--- config.mk ---
export PLATFORM = sky130hd
export DESIGN_NAME = trig_echo_sched
export DESIGN_NICKNAME = d
export VERILOG_FILES = /design/src/rtl/trig_echo_sched.sv
export SDC_FILE = /design/constraint.sdc
export NUM_CORES = 1
export LEC_CHECK = 0
export ABC_AREA = 0
export BUFFER_PORTS_ARGS = -buffer_cell sky130_fd_sc_hd__buf_2
export CORE_UTILIZATION = 50
export DETAILED_ROUTE_END_ITERATION = 8
export HOLD_SLACK_MARGIN = 0.1
export MAX_ROUTING_LAYER = met4
export PLACE_DENSITY = 0.8
export SETUP_SLACK_MARGIN = 0.1
export SLEW_MARGIN = 20
export SYNTH_ARGS = -nofsm -noshare
export SYNTH_HDL_FRONTEND = slang
export SYNTH_SLANG_ARGS = --single-unit
--- constraint.sdc ---
create_clock -name clk_i -period 6.4 [get_ports clk_i]
set_input_delay 1.28 -clock clk_i [delete_from_list [all_inputs] [get_ports clk_i]]
set_output_delay 1.28 -clock clk_i [all_outputs]
set_load 0.1 [all_outputs]
--- src/rtl/trig_echo_sched.sv ---
// Frame scheduler for two ultrasonic range sensors: triggers each sensor in turn,
// times its echo in microseconds and reports the result with a one-cycle strobe.
module trig_echo_sched #(
    parameter int unsigned TRIG_CYCLES    = 1000,
    parameter int unsigned US_CYCLES      = 100,
    parameter int unsigned TIMEOUT_CYCLES = 3000000,
    parameter int unsigned GAP_CYCLES     = 500000,
    parameter int unsigned TICK_CYCLES    = 5000000
) (
    input  logic        clk_i,
    input  logic        rst_i,
    input  logic        enable_i,
    input  logic [3:0]  period_sel_i,
    input  logic [1:0]  echo_i,
    output logic [1:0]  trig_o,
    output logic [15:0] echo_us_o,
    output logic        echo_id_o,
    output logic        echo_valid_o,
    output logic        timeout_o,
    output logic        overrun_o,
    output logic        busy_o
);

    typedef enum logic [2:0] {
        StIdle,
        StTrig,
        StWaitRise,
        StMeasure,
        StDone,
        StGap
    } state_e;

    state_e      state_q, state_d;
    logic        sel_q, sel_d;
    logic [3:0]  per_q, per_d;
    logic [31:0] frame_cnt_q, frame_cnt_d;
    logic [31:0] phase_cnt_q, phase_cnt_d;
    logic [21:0] to_cnt_q, to_cnt_d;
    logic [31:0] pre_cnt_q, pre_cnt_d;
    logic [15:0] us_cnt_q, us_cnt_d;
    logic [15:0] echo_us_q, echo_us_d;
    logic        echo_id_q, echo_id_d;
    logic        valid_q, valid_d;
    logic        timeout_q, timeout_d;
    logic        overrun_q, overrun_d;
    logic [1:0]  sync1_q, sync2_q;

    logic [31:0] frame_limit;
    logic        frame_tick;
    logic        echo_s;
    logic        to_hit;

    assign frame_limit = ({28'd0, per_q} + 32'd1) * TICK_CYCLES - 32'd1;
    assign frame_tick  = enable_i && (frame_cnt_q == 32'd0);
    assign echo_s      = sync2_q[sel_q];
    assign to_hit      = (to_cnt_q == 22'(TIMEOUT_CYCLES - 1));

    always_comb begin
        if (!enable_i) begin
            frame_cnt_d = 32'd0;
        end else if (frame_cnt_q >= frame_limit) begin
            frame_cnt_d = 32'd0;
        end else begin
            frame_cnt_d = frame_cnt_q + 32'd1;
        end
    end

    always_comb begin
        state_d     = state_q;
        sel_d       = sel_q;
        per_d       = per_q;
        phase_cnt_d = phase_cnt_q;
        to_cnt_d    = to_cnt_q;
        pre_cnt_d   = pre_cnt_q;
        us_cnt_d    = us_cnt_q;
        echo_us_d   = echo_us_q;
        echo_id_d   = echo_id_q;
        valid_d     = 1'b0;
        timeout_d   = 1'b0;
        overrun_d   = frame_tick && (state_q != StIdle);

        unique case (state_q)
            StIdle: begin
                if (frame_tick) begin
                    per_d       = period_sel_i;
                    sel_d       = 1'b0;
                    phase_cnt_d = 32'd0;
                    state_d     = StTrig;
                end
            end
            StTrig: begin
                if (phase_cnt_q == TRIG_CYCLES - 1) begin
                    phase_cnt_d = 32'd0;
                    to_cnt_d    = 22'd0;
                    state_d     = StWaitRise;
                end else begin
                    phase_cnt_d = phase_cnt_q + 32'd1;
                end
            end
            StWaitRise: begin
                to_cnt_d = to_cnt_q + 22'd1;
                if (to_hit) begin
                    echo_us_d = 16'hFFFF;
                    echo_id_d = sel_q;
                    valid_d   = 1'b1;
                    timeout_d = 1'b1;
                    state_d   = StDone;
                end else if (echo_s) begin
                    us_cnt_d  = 16'd0;
                    pre_cnt_d = 32'd0;
                    state_d   = StMeasure;
                end
            end
            StMeasure: begin
                to_cnt_d = to_cnt_q + 22'd1;
                if (pre_cnt_q == US_CYCLES - 1) begin
                    pre_cnt_d = 32'd0;
                    if (us_cnt_q != 16'hFFFF) begin
                        us_cnt_d = us_cnt_q + 16'd1;
                    end
                end else begin
                    pre_cnt_d = pre_cnt_q + 32'd1;
                end
                // An echo fall coinciding with the timeout still yields a real width.
                if (!echo_s) begin
                    echo_us_d = us_cnt_q;
                    echo_id_d = sel_q;
                    valid_d   = 1'b1;
                    state_d   = StDone;
                end else if (to_hit) begin
                    echo_us_d = 16'hFFFF;
                    echo_id_d = sel_q;
                    valid_d   = 1'b1;
                    timeout_d = 1'b1;
                    state_d   = StDone;
                end
            end
            StDone: begin
                if (!sel_q) begin
                    phase_cnt_d = 32'd0;
                    state_d     = StGap;
                end else begin
                    state_d = StIdle;
                end
            end
            StGap: begin
                if (phase_cnt_q == GAP_CYCLES - 1) begin
                    phase_cnt_d = 32'd0;
                    sel_d       = 1'b1;
                    state_d     = StTrig;
                end else begin
                    phase_cnt_d = phase_cnt_q + 32'd1;
                end
            end
            default: state_d = StIdle;
        endcase

        // Disabling aborts the frame and discards any result computed this cycle.
        if (!enable_i) begin
            state_d   = StIdle;
            sel_d     = 1'b0;
            echo_us_d = echo_us_q;
            echo_id_d = echo_id_q;
            valid_d   = 1'b0;
            timeout_d = 1'b0;
            overrun_d = 1'b0;
        end
    end

    always_ff @(posedge clk_i) begin
        if (rst_i) begin
            state_q     <= StIdle;
            sel_q       <= 1'b0;
            per_q       <= 4'd0;
            frame_cnt_q <= 32'd0;
            phase_cnt_q <= 32'd0;
            to_cnt_q    <= 22'd0;
            pre_cnt_q   <= 32'd0;
            us_cnt_q    <= 16'd0;
            echo_us_q   <= 16'd0;
            echo_id_q   <= 1'b0;
            valid_q     <= 1'b0;
            timeout_q   <= 1'b0;
            overrun_q   <= 1'b0;
            sync1_q     <= 2'b00;
            sync2_q     <= 2'b00;
        end else begin
            state_q     <= state_d;
            sel_q       <= sel_d;
            per_q       <= per_d;
            frame_cnt_q <= frame_cnt_d;
            phase_cnt_q <= phase_cnt_d;
            to_cnt_q    <= to_cnt_d;
            pre_cnt_q   <= pre_cnt_d;
            us_cnt_q    <= us_cnt_d;
            echo_us_q   <= echo_us_d;
            echo_id_q   <= echo_id_d;
            valid_q     <= valid_d;
            timeout_q   <= timeout_d;
            overrun_q   <= overrun_d;
            sync1_q     <= echo_i;
            sync2_q     <= sync1_q;
        end
    end

    always_comb begin
        trig_o = 2'b00;
        if (state_q == StTrig) begin
            trig_o[sel_q] = 1'b1;
        end
    end

    assign echo_us_o    = echo_us_q;
    assign echo_id_o    = echo_id_q;
    assign echo_valid_o = valid_q;
    assign timeout_o    = timeout_q;
    assign overrun_o    = overrun_q;
    assign busy_o       = (state_q != StIdle);

endmodule
==> results.json <==
{
  "dr.pass1.iters": 5,
  "syn-cell-area_sq_mm": 0.00977,
  "synth_fp_nets": 1284,
  "timing.max_cap.violations": 0,
  "grt_max_degree": 39,
  "cts_inserted_buffers": 17,
  "max_slew_margin": 0.140,
  "port_buffers": 31,
  "start_kind": "flip-flop",
  "synthMuxAreaShare": 0.00717,
  "overflow": 0,
  "synthAdderAreaFrac": 0.103,
  "die_width_um": 142,
  "seq_area_sq_mm": 0.00333,
  "num_rows": 50,
  "cp.required_ns": 6.71,
  "yosysSeqAreaShare": 0.340,
  "wire_per_inst_um": 16.6,
  "path_delay_family": "simple AND/OR/NAND/NOR gates",
  "cts_tree": "built",
  "hold_viol": 0,
  "synth_xor_area_frac": 0.121,
  "period_share": 0.988,
  "worstHoldStart": "sync1_q[0]",
  "final_max_slew_viol_count": 0,
  "end_kind": "flip-flop",
  "avgSynthCellArea_sq_um": 8.16,
  "async_flop_share": 0,
  "setup_viol": 0,
  "drive_above_1_share": 0.150,
  "grt_pass1_wl_um": 36900,
  "grt.total_usage": 0.230,
  "hpwlAfterDp_um": 15600,
  "nets": 1321,
  "fill_cells": 1458,
  "path_buf_inv": 3,
  "critPathKind": "reg -> reg",
  "r2r-start": "per_q[0]",
  "layout_common_cells": "166 x nor2_1, 163 x dfxtp_1, 86 x nand2_1",
  "ctsLongestPathBuffers": 2,
  "synth_top_area_frac": 0.340,
  "layout_commonest_cell": "nor2_1",
  "area.growth.synth_to_final_pct": 20.3,
  "worstSkewPairLatency_ns": 0.44,
  "period_needed_ns": 6.32,
  "cts_root_buf": "clkbuf_16",
  "multi_input_area_sq_mm": 0.00684,
  "synth_cells": 1198,
  "hold_slack_ns": 0.458,
  "globalplace.congestion": 0.892,
  "startpoint": "per_q[0]",
  "synthTopCellsByArea": "dfxtp_1 34%, ha_1 9.3%, nor2_1 6.5%, xnor2_1 6.1%, xor2_1 5.7%",
  "drtAntennaViolNets": 0,
  "core_area_sq_mm": 0.0190,
  "final_cells": 1508,
  "totalWireLength_um": 25000,
  "hp-class": "reg -> reg",
  "worstPathMaxFanout": 16,
  "via_per_inst": 5.92,
  "start_util": 0.516,
  "synth-seq-cells": 166,
  "synth_edf_count": 0,
  "die_h_um": 142,
  "yosysWarnings": 0,
  "synth-simple-area-share": 0.295,
  "worst_pin_slew_ns": 1.28,
  "synth_top_area_cell": "dfxtp_1",
  "drc": 0,
  "synth_top_family_by_area": "simple AND/OR/NAND/NOR gates",
  "yosysUniqueCellTypes": 66,
  "cts.sinks": 166,
  "critPathMaxStageDelay_ns": 0.50,
  "dp_cells": 1459,
  "fmax_mhz": 158,
  "critPathArrivalTime_ns": 6.64,
  "power.density_mw_per_mm2": 208,
  "drt_iter0_drc": 730,
  "ios": 32,
  "dieArea_sq_mm": 0.0201,
  "worst_clock_skew_ns": 0.0108,
  "synth_flop_cell": "dfxtp_1",
  "cp_slowest_cell": "fa_1",
  "leakage_uw": 0.00439,
  "grt_pass1_vias": 7761,
  "clk_pin_slew_ns": 0.07,
  "num_vias": 8933,
  "hold_buffers": 0,
  "htree_levels": 4,
  "peakVddDrop_uv": 200,
  "antenna_found_initial": 0,
  "n_antenna_cell": 0,
  "synth-compound-area-share": 0.101,
  "status": "completed"
}
path summary, 6_finish.rpt:
path                     endpoint  slack, ns  cells past startpoint
setup / recovery  frame_cnt_q[22]       0.08                     25
hold / removal         sync2_q[0]       0.46                      1
setup reg to reg  frame_cnt_q[22]       0.08                     25
hold reg to reg        sync2_q[0]       0.46                      1
cell usage after synthesis, types with 3 or more instances:
cell type,number
nor2_1,170
dfxtp_1,166
nand2_1,86
ha_1,73
xnor2_1,68
xor2_1,64
nand3_1,59
a21oi_1,57
nor3_1,50
nor4_1,50
inv_1,42
clkbuf_1,39
o21ai_0,36
or3_1,31
and3_1,30
nand4_1,26
a21o_1,18
nand2b_1,12
and2_1,11
nor2b_1,11
and4_1,9
mux2i_1,7
o211ai_1,5
a211oi_1,4
a31oi_1,4
fa_1,4
o21bai_1,4
buf_1,3
buf_2,3
nor4b_1,3
o2111ai_1,3
o21ai_1,3
o221ai_1,3
o22ai_1,3
metrics by stage:
| stage | setup WS, ns | instance area (sq um) | util | TNS (ns) | power [uW] |
|---|---|---|---|---|---|
| detailed placement | -0.0602 | 10200 | 0.539 | -0.184 | 1360 |
| finish | 0.0753 | 11800 | 0.620 | 0 | 2440 |
| global route | -0.160 | 11800 | 0.620 | -3.78 | 2530 |
| global placement | 0.196 | 10200 | 0.539 | 0 | 1350 |
| floorplan | 0.147 | 9790 | - | 0 | 1290 |
| CTS | 0.127 | 10900 | 0.574 | 0 | 2370 |
cell type report:
| class | instances | area share |
|---|---|---|
| multi-input combinational | 944 | 0.582 |
| tap | 260 | 0.0277 |
| sequential | 166 | 0.283 |
| timing repair buffer | 63 | 0.0444 |
| inverter | 43 | 0.0137 |
| clock inverter | 13 | 0.0115 |
| clock buffer | 19 | 0.0377 |
what timing repair did:
action	CTS	global route
setup buffers	1	9
setup endpoints to repair	32	32
cloned	0	7
resized for setup	14	112
pin swaps	2	55
hold endpoints to repair	0	0
power breakdown:
| group | internal [uW] | switching [uW] | total [uW] |
|---|---|---|---|
| registers | 1040 | 7.99 | 1050 |
| clock network | 559 | 457 | 1020 |
| logic | 154 | 228 | 382 |
flip-flops by register name (all words and copies together) (netlist names), 2 cells and up:
| name | cells |
|---|---|
| us_cnt_q | 16 |
| sync1_q | 2 |
| echo_us_o | 16 |
| sync2_q | 2 |
| frame_cnt_q | 32 |
| phase_cnt_q | 32 |
| state_q | 3 |
| per_q | 4 |
| pre_cnt_q | 32 |
| to_cnt_q | 22 |
metal layers:
metal,track usage,wire [um],up-vias
li1,-,-,4297
met1,0.310,11100,4222
met2,0.356,11700,347
met3,0.0368,1570,67
met4,0.0668,609,0
met5,-,0,-
worst register-to-register path, cell delays in order, from the launching register on:
cell and delay, ns:
dfxtp_4 0.36, and3_4 0.21, xor2_4 0.17, ha_1 0.31, inv_1 0.06, fa_1 0.50
inv_1 0.07, ha_4 0.16, ha_2 0.40, a21oi_1 0.10, o21ai_0 0.38, nor2_1 0.15
xnor2_1 0.19, or4_4 0.44, or3_4 0.42, nor4b_4 0.33, and2b_2 0.22, xnor2_2 0.07
ha_1 0.31, nand4_1 0.12, nor3_2 0.23, and3_1 0.23, nand4_1 0.15, o21ai_4 0.28
buf_12 0.25, nor4_1 0.09
cells by family (layout without fill, tap and decap cells):
group | after synthesis | in the layout
adders and majority gates | 78 | 78
muxes | 7 | 7
xor gates and xnor gates | 133 | 133
and+or+nand+nor | 567 | 567
AOI/OAI and AO/OA | 159 | 159
DFF | 166 | 166
buffers and inverters | 88 | 138
No activity file was read; power rests on OpenSTA's default activity.
